## src/rtl/nibble_serial_add_ctrl.sv

```systemverilog
// Nibble-serial WIDTH-bit add/subtract built around a single 4-bit ripple slice.
// WIDTH must be a multiple of 4 and at least 4.

module adder4 (
  input  logic [3:0] a_i,
  input  logic [3:0] b_i,
  input  logic       c_i,
  output logic [3:0] s_o,
  output logic       c_o
);
  logic [4:0] carry;

  assign carry[0] = c_i;

  for (genvar gi = 0; gi < 4; gi++) begin : g_bit
    assign s_o[gi]      = a_i[gi] ^ b_i[gi] ^ carry[gi];
    assign carry[gi+1]  = (a_i[gi] & b_i[gi]) | (carry[gi] & (a_i[gi] ^ b_i[gi]));
  end

  assign c_o = carry[4];
endmodule

module nibble_serial_add_ctrl #(
  parameter int WIDTH = 16
) (
  input  logic             clk,
  input  logic             rst_n,
  input  logic             start,
  input  logic             sub,
  input  logic [WIDTH-1:0] a,
  input  logic [WIDTH-1:0] b,
  input  logic             cin,
  output logic             busy,
  output logic             done,
  output logic [WIDTH-1:0] z,
  output logic             cout,
  output logic             ovf
);
  localparam int NIBBLES = WIDTH / 4;
  localparam int CW      = (NIBBLES > 1) ? $clog2(NIBBLES) : 1;

  localparam logic [1:0] S_IDLE = 2'd0;
  localparam logic [1:0] S_RUN  = 2'd1;
  localparam logic [1:0] S_DONE = 2'd2;

  logic [1:0]       state_q, state_d;
  logic [CW-1:0]    cnt_q, cnt_d;
  logic [WIDTH-1:0] opa_q, opa_d;
  logic [WIDTH-1:0] opb_q, opb_d;
  logic             carry_q, carry_d;
  logic [WIDTH-1:0] z_q, z_d;
  logic             cout_q, cout_d;
  logic             ovf_q, ovf_d;
  logic             busy_q, busy_d;
  logic             done_q, done_d;

  logic [3:0] opa_nib [NIBBLES];
  logic [3:0] opb_nib [NIBBLES];
  logic [3:0] nib_a, nib_b, nib_s;
  logic       nib_c;
  logic       last_nib;

  for (genvar gi = 0; gi < NIBBLES; gi++) begin : g_nib
    assign opa_nib[gi] = opa_q[4*gi +: 4];
    assign opb_nib[gi] = opb_q[4*gi +: 4];
  end

  assign nib_a    = opa_nib[cnt_q];
  assign nib_b    = opb_nib[cnt_q];
  assign last_nib = (cnt_q == CW'(NIBBLES - 1));

  adder4 u_slice (
    .a_i (nib_a),
    .b_i (nib_b),
    .c_i (carry_q),
    .s_o (nib_s),
    .c_o (nib_c)
  );

  always_comb begin
    state_d = state_q;
    cnt_d   = cnt_q;
    opa_d   = opa_q;
    opb_d   = opb_q;
    carry_d = carry_q;
    z_d     = z_q;
    cout_d  = cout_q;
    ovf_d   = ovf_q;
    busy_d  = busy_q;
    done_d  = 1'b0;

    case (state_q)
      S_IDLE, S_DONE: begin
        state_d = S_IDLE;
        if (start) begin
          // Subtraction is a + ~b + 1, so the slice never needs to know the op.
          opa_d   = a;
          opb_d   = sub ? ~b : b;
          carry_d = sub ? 1'b1 : cin;
          cnt_d   = '0;
          busy_d  = 1'b1;
          state_d = S_RUN;
        end
      end
      S_RUN: begin
        for (int i = 0; i < NIBBLES; i++) begin
          if (cnt_q == CW'(i)) z_d[4*i +: 4] = nib_s;
        end
        carry_d = nib_c;
        cnt_d   = last_nib ? '0 : cnt_q + 1'b1;
        if (last_nib) begin
          state_d = S_DONE;
          busy_d  = 1'b0;
          done_d  = 1'b1;
          cout_d  = nib_c;
          ovf_d   = (opa_q[WIDTH-1] == opb_q[WIDTH-1]) && (nib_s[3] != opa_q[WIDTH-1]);
        end
      end
      default: begin
        state_d = S_IDLE;
        busy_d  = 1'b0;
      end
    endcase
  end

  always_ff @(posedge clk or negedge rst_n) begin
    if (!rst_n) begin
      state_q <= S_IDLE;
      cnt_q   <= '0;
      opa_q   <= '0;
      opb_q   <= '0;
      carry_q <= 1'b0;
      z_q     <= '0;
      cout_q  <= 1'b0;
      ovf_q   <= 1'b0;
      busy_q  <= 1'b0;
      done_q  <= 1'b0;
    end else begin
      state_q <= state_d;
      cnt_q   <= cnt_d;
      opa_q   <= opa_d;
      opb_q   <= opb_d;
      carry_q <= carry_d;
      z_q     <= z_d;
      cout_q  <= cout_d;
      ovf_q   <= ovf_d;
      busy_q  <= busy_d;
      done_q  <= done_d;
    end
  end

  assign busy = busy_q;
  assign done = done_q;
  assign z    = z_q;
  assign cout = cout_q;
  assign ovf  = ovf_q;
endmodule

```

## config.mk

```make
export PLATFORM = sky130hd
export DESIGN_NAME = nibble_serial_add_ctrl
export DESIGN_NICKNAME = d
export VERILOG_FILES = /design/src/rtl/nibble_serial_add_ctrl.sv
export SDC_FILE = /design/constraint.sdc
export NUM_CORES = 1
export LEC_CHECK = 0
export CORE_ASPECT_RATIO = 1.75
export CORE_MARGIN = 8
export CORE_UTILIZATION = 54
export DETAILED_ROUTE_END_ITERATION = 8
export PLACE_DENSITY = 0.87
export SYNTH_ARGS = -nofsm -noshare
export SYNTH_HDL_FRONTEND = slang
export SYNTH_SLANG_ARGS = --single-unit
```

## constraint.sdc

```tcl
create_clock -name clk -period 5.5 [get_ports clk]
set_clock_uncertainty 0.15 [all_clocks]
set_input_delay 0.55 -clock clk [delete_from_list [all_inputs] [get_ports clk]]
set_output_delay 0.55 -clock clk [all_outputs]
set_load 0.1 [all_outputs]
```

==> impl_metrics.env, run 1 <==
export IMPL_outcome="complete, no violations"
export IMPL_syn_cell_area_um2=2670
export IMPL_cp_arrival_ns=3.64
export IMPL_rr_worst_depth=11
export IMPL_ys_ff_latch=57
export IMPL_path_clk_slew_ns=0.06
export IMPL_antenna_found_initial=0
export IMPL_drc=0
export IMPL_cts_buffers=9
export IMPL_via_count=1696
export IMPL_grt_overflow=0
export IMPL_rsz0062_at_grt="false"
export IMPL_syn_nets=254
export IMPL_dieWidth_um=69.2
export IMPL_clockBufferDepth=2
export IMPL_grt_pass1_vias=1812
export IMPL_gp_congestion=0.757
export IMPL_area_growth_pct=25.9
export IMPL_ys_warn_count=0
export IMPL_htreeDepth=3
export IMPL_avgSynthCellArea_um2=12.8
export IMPL_drtIter0Drc=83
export IMPL_ys_seq_area_share_pct=53.4
export IMPL_path_max_fanout=13
export IMPL_fillers=372
export IMPL_synth_area_leaders="dfrtp_1 53%, mux2_4 7.3%, mux4_2 6.7%, o21ai_0 5.4%, xnor2_1 5.2%"
export IMPL_track_usage_pct=14.2
export IMPL_crit_type="flop to flop"
export IMPL_async_flop_share_pct=100
export IMPL_post_drt_wl_per_cell_um=15.3
export IMPL_die_h_um=109
export IMPL_hold_buffers=0
export IMPL_synth_commonest_cells="57 x dfrtp_1, 29 x o21ai_0, 27 x nand2_1"
export IMPL_hp_class="input port to asynchronous set/reset pin"
export IMPL_coreArea_um2=4850
export IMPL_ys_flop_type="dfrtp_1"
export IMPL_synth_top_area_share_pct=53.4
export IMPL_cts_setup_buffers=0
export IMPL_slew_viol_final=0
export IMPL_fin_crit_sh_pct=65.6
export IMPL_place_area_um2=3220
export IMPL_tritoncts="built"
export IMPL_cp_cell_sequence="mux4_2 -> fa_1 -> inv_1 -> fa_1 -> inv_1 -> fa_1 -> inv_1 -> fa_1 -> and3_1 -> nor2_1 -> o21ai_0"
export IMPL_slew_headroom_pct=28.7
export IMPL_port_buffers=56
export IMPL_fp_dieArea_um2=7540
export IMPL_totalWireLength_mm=4.95
export IMPL_synth_edf_count=0
export IMPL_setup_viol=0
export IMPL_slowest_stage="dfrtp_1"
export IMPL_clk_latency_ns=0.32
export IMPL_dp_hpwl_mm=3.74
export IMPL_required_ns=5.53
export IMPL_max_stage_delay_ns=0.74
export IMPL_grt_pass1_wl_mm=8.45
export IMPL_vias_per_cell=5.25
export IMPL_synthMostInstantiatedCell="dfrtp_1"
export IMPL_synthCells=209
export IMPL_n_antenna_cell=0
export IMPL_fin_crit_ns=3.61
export IMPL_final_area_um2=3360
export IMPL_dr_pass1_iters=4
export IMPL_ant_nets=0
export IMPL_row_count=34
export IMPL_nNetsFinal=311
export IMPL_worst_slew_pin_slew_ns=1.07
export IMPL_max_cap_violations=0
export IMPL_layout_drive_gt1_share_pct=16.7
export IMPL_grt_max_degree=58
export IMPL_worstSetupEndpointType="flop"
export IMPL_fmax_mhz=277
export IMPL_synth_largest_area_cell="dfrtp_1"
export IMPL_synth_cell_types=24
export IMPL_clock_root_buffer="clkbuf_8"
export IMPL_worst_path_most_repeated_cell="fa_1"
export IMPL_io_pins=57
export IMPL_final_hold_viol_count=0
export IMPL_setup_tns_final_ns=0
export IMPL_cts_resized=0
export IMPL_clock_sinks=57
export IMPL_initial_core_util_pct=55.1
export IMPL_cp_start_kind="flop"
[sequential cells by signal, summed over array words and instances (netlist names)]
| name | flops |
|---|---|
| carry_q | 1 |
| opa_q | 16 |
| opb_q | 16 |
| z | 16 |
| state_q | 2 |
| cnt_q | 2 |
| cout | 1 |
| ovf | 1 |
| done | 1 |
| busy | 1 |
[logic make-up (layout without fill, tap and decap cells)]
group	Yosys count	after routing	share of synthesized area (%)
AOI/OAI and AO/OA	31	31	6.04
buffers and inverters	23	83	4.82
muxes	32	32	18.7
adders and majority gates	8	8	4.87
and+or+nand+nor	42	42	6.93
xor gates and xnor gates	16	16	5.25
DFF	57	57	53.4
[layout make-up]
class	instances	area (um2)	area share, %
sequential	57	1430	42.4
multi-input combinational	129	1120	33.2
timing repair buffer	57	563	16.7
clock buffer	13	139	4.13
tap	54	67.6	2.01
inverter	12	45.0	1.34
clock inverter	1	5.00	0.149
[final timing paths]
check	start	to	slack, ns
setup / recovery	cnt_q[0]$_DFFE_PN0P_	ovf$_DFFE_PN0P_	1.89
min in group clk	opb_q[12]$_DFFE_PN0P_	opb_q[12]$_DFFE_PN0P_	0.32
setup reg to reg	cnt_q[0]$_DFFE_PN0P_	ovf$_DFFE_PN0P_	1.89
max in group asynchronous	rst_n	opb_q[11]$_DFFE_PN0P_	4.53
hold reg to reg	opb_q[12]$_DFFE_PN0P_	opb_q[12]$_DFFE_PN0P_	0.32
hold / removal	rst_n	opa_q[14]$_DFFE_PN0P_	0.20
[per-stage QoR]
stage                     utilization, %  hold slack, ns  instances  worst slack (ns)
after floorplan                        -           0.104        209              2.25
after global placement              66.4           0.306        309              1.95
after detailed placement            66.4           0.318        309              1.88
after CTS                           69.4           0.221        323              1.86
after global routing                69.4           0.250        323              1.59
final                               69.4           0.201        323              1.89
[worst max-delay path, delay by kind of cell (launching register included)]
| family | cells | cell delay [ns] |
|---|---|---|
| compound gates | 1 | 0.08 |
| fa+ha+maj | 4 | 1.40 |
| buf+inv | 3 | 0.21 |
| flops | 1 | 0.74 |
| mux | 1 | 0.60 |
| simple gates | 2 | 0.30 |
[cell usage in the layout, fill, tap and decap left out]
cell	netlist	layout
clkbuf_1	1	4
dfrtp_1	57	57
and3_1	1	1
inv_1	12	12
nor3_1	1	1
nand2_1	27	27
ha_1	4	4
fa_1	4	4
o21ai_0	29	29
o221ai_1	1	1
clkinv_2	0	1
mux4_2	8	8
o31ai_1	1	1
buf_2	3	1
buf_4	3	1
clkbuf_8	0	9
nor2_1	4	4
mux2_2	11	11
mux2_4	13	13
clkdlybuf4s50_1	0	55
nand3b_1	4	4
nand3_1	3	3
nand2b_1	2	1
nand2b_2	0	1
xnor2_1	16	16
[metal layers]
layer | vias up | wire length [um] | global-route usage, %
li1 | 823 | - | -
met1 | 818 | 1880 | 14.4
met2 | 45 | 2700 | 24.6
met3 | 10 | 260 | 5.37
met4 | 0 | 104 | 7.66
met5 | - | 0 | 0
Power of run 1 is left out: the tool's default activity adds up to more than one toggle a clock period on the data nets, which glitch-free logic cannot reach.
==> inputs of run 2 (changes only) <==
--- a/config.mk
+++ b/config.mk
@@ -7,9 +7,9 @@
 export LEC_CHECK = 0
 export CORE_ASPECT_RATIO = 1.75
 export CORE_MARGIN = 8
-export CORE_UTILIZATION = 54
+export CORE_UTILIZATION = 50
 export DETAILED_ROUTE_END_ITERATION = 8
-export PLACE_DENSITY = 0.87
+export PLACE_DENSITY = 0.82
 export SYNTH_ARGS = -nofsm -noshare
 export SYNTH_HDL_FRONTEND = slang
 export SYNTH_SLANG_ARGS = --single-unit
==> constraint.sdc (replaced) <==
create_clock -name clk -period 3.4 [get_ports clk]
set_clock_uncertainty 0.15 [all_clocks]
set_input_delay 0.34 -clock clk [delete_from_list [all_inputs] [get_ports clk]]
set_output_delay 0.34 -clock clk [all_outputs]
set_load 0.1 [all_outputs]
==> impl_metrics.env, run 2 (synthesis results as in run 1) <==
export IMPL_slew_viol_final=0
export IMPL_fmax_mhz=310
export IMPL_slew_headroom_pct=27.7
export IMPL_reg2reg_from="cnt_q[0]$_DFFE_PN0P_"
export IMPL_required_ns=3.45
export IMPL_startpoint="cnt_q[0]$_DFFE_PN0P_"
export IMPL_area_growth_pct=29.4
export IMPL_initial_core_util_pct=51.3
export IMPL_coreArea_um2=5210
export IMPL_fin_crit_sh_pct=95.0
export IMPL_grt_util_met2_pct=25.3
export IMPL_path_clk_slew_ns=0.06
export IMPL_clock_root_buffer="clkbuf_8"
export IMPL_fin_crit_ns=3.23
export IMPL_max_cap_violations=0
export IMPL_hp_start="z[9]$_DFFE_PN0P_"
export IMPL_nNetsFinal=314
export IMPL_vias_per_cell=5.24
export IMPL_hp_class="flop to flop"
export IMPL_row_count=35
export IMPL_tritoncts="built"
export IMPL_fillers=389
export IMPL_layout_setup_ws_ns=0.171
export IMPL_clockBufferDepth=2
export IMPL_rsz0062_at_grt="false"
export IMPL_gp_congestion=0.764
export IMPL_port_buffers=56
export IMPL_layout_common_cells="56 x dfrtp_1, 55 x clkdlybuf4s50_1, 29 x o21ai_0"
export IMPL_layout_commonest_cell="dfrtp_1"
export IMPL_totalWireLength_mm=5.19
export IMPL_via_count=1723
export IMPL_grt_pass1_vias=1931
export IMPL_htreeDepth=3
export IMPL_drc=0
export IMPL_clock_sinks=57
export IMPL_regArea_um2=1430
export IMPL_setup_tns_final_ns=0
export IMPL_outcome="complete, no violations"
export IMPL_met1_usage_pct=14.4
export IMPL_post_drt_wl_per_cell_um=15.8
export IMPL_fp_dieArea_um2=8030
export IMPL_io_pins=57
export IMPL_dp_hpwl_mm=3.92
export IMPL_antenna_found_initial=0
export IMPL_ant_nets=0
export IMPL_clk_latency_ns=0.34
export IMPL_layout_drive_gt1_share_pct=19.0
export IMPL_top_usage_layer="met2"
export IMPL_dieWidth_um=71.3
export IMPL_cts_buffers=9
export IMPL_grt_pass1_wl_mm=9.01
export IMPL_multiInputGateArea_um2=1120
export IMPL_die_h_um=113
export IMPL_worstSetupEndpointType="flop"
export IMPL_crit_type="flop to flop"
export IMPL_n_antenna_cell=0
export IMPL_cp_start_kind="flop"
export IMPL_path_max_fanout=6
export IMPL_drtIter0Drc=82
export IMPL_final_hold_viol_count=0
export IMPL_dr_pass1_iters=4
export IMPL_track_usage_pct=14.7
export IMPL_grt_overflow=0
export IMPL_worst_slew_pin_slew_ns=1.08
export IMPL_dp_slack_ns=0.155
export IMPL_setup_viol=0
export IMPL_grt_max_degree=54
export IMPL_cp_arrival_ns=3.28
export IMPL_grt_util_met3_pct=4.96
-- run 2: changes by cell type in the layout (fill, tap and decap cells not counted) --
cell           delta
buf_4             +2
clkbuf_8          +3
bufinv_16         +1
dfrtp_2           +1
dfrtp_1           -1
dlygate4sd3_1     +1
clkbuf_1          -2
-- run 2: what timing repair did --
item                                   CTS  global route
endpoints found under the hold margin   37             0
setup buffers                            0             0
gates resized for setup                  0             1
setup endpoints to repair                0             1
hold buffers                             1             0
-- run 2: final cells by class --
type | instances | area share (%)
Clock inverter | 2 | 1.01
Timing Repair Buffer | 60 | 17.0
Multi-Input combinational cell | 129 | 32.4
Inverter | 12 | 1.30
Clock buffer | 14 | 5.00
Tap cell | 55 | 1.99
Sequential cell | 57 | 41.3
-- run 2: metrics by stage --
| stage | utilization, % | instance area [um2] | instances | hold slack (ns) |
|---|---|---|---|---|
| floorplan | - | 2670 | 209 | -0.106 |
| global placement | 62.1 | 3240 | 312 | 0.308 |
| detailed placement | 62.1 | 3240 | 312 | 0.318 |
| CTS | 66.3 | 3450 | 329 | 0.330 |
| global route | 66.3 | 3460 | 329 | 0.351 |
| finish | 66.3 | 3460 | 329 | 0.328 |
-- run 2: worst paths after layout --
check	endpoint	cells past startpoint	slack (ns)
max	ovf$_DFFE_PN0P_	11	0.17
min	z[9]$_DFFE_PN0P_	2	0.33
max reg2reg	ovf$_DFFE_PN0P_	11	0.17
min reg2reg	z[9]$_DFFE_PN0P_	2	0.33
max in group asynchronous	cnt_q[0]$_DFFE_PN0P_	3	1.81
min in group asynchronous	opa_q[6]$_DFFE_PN0P_	2	0.49
-- run 2: critical path, cell delays in order, from the launching register on --
cell and delay [ns]:
dfrtp_2 0.41, mux4_2 0.53, fa_1 0.40, inv_1 0.08
fa_1 0.17, inv_1 0.05, fa_1 0.37, inv_1 0.08
fa_1 0.47, and3_1 0.21, nor2_1 0.08, o21ai_0 0.07
-- run 2: routing by layer --
layer,vias to the layer above,wire length (um)
li1,827,-
met1,847,1940
met2,40,2840
met3,9,279
met4,0,131
met5,-,0
Power of run 2 is left out for the same reason.
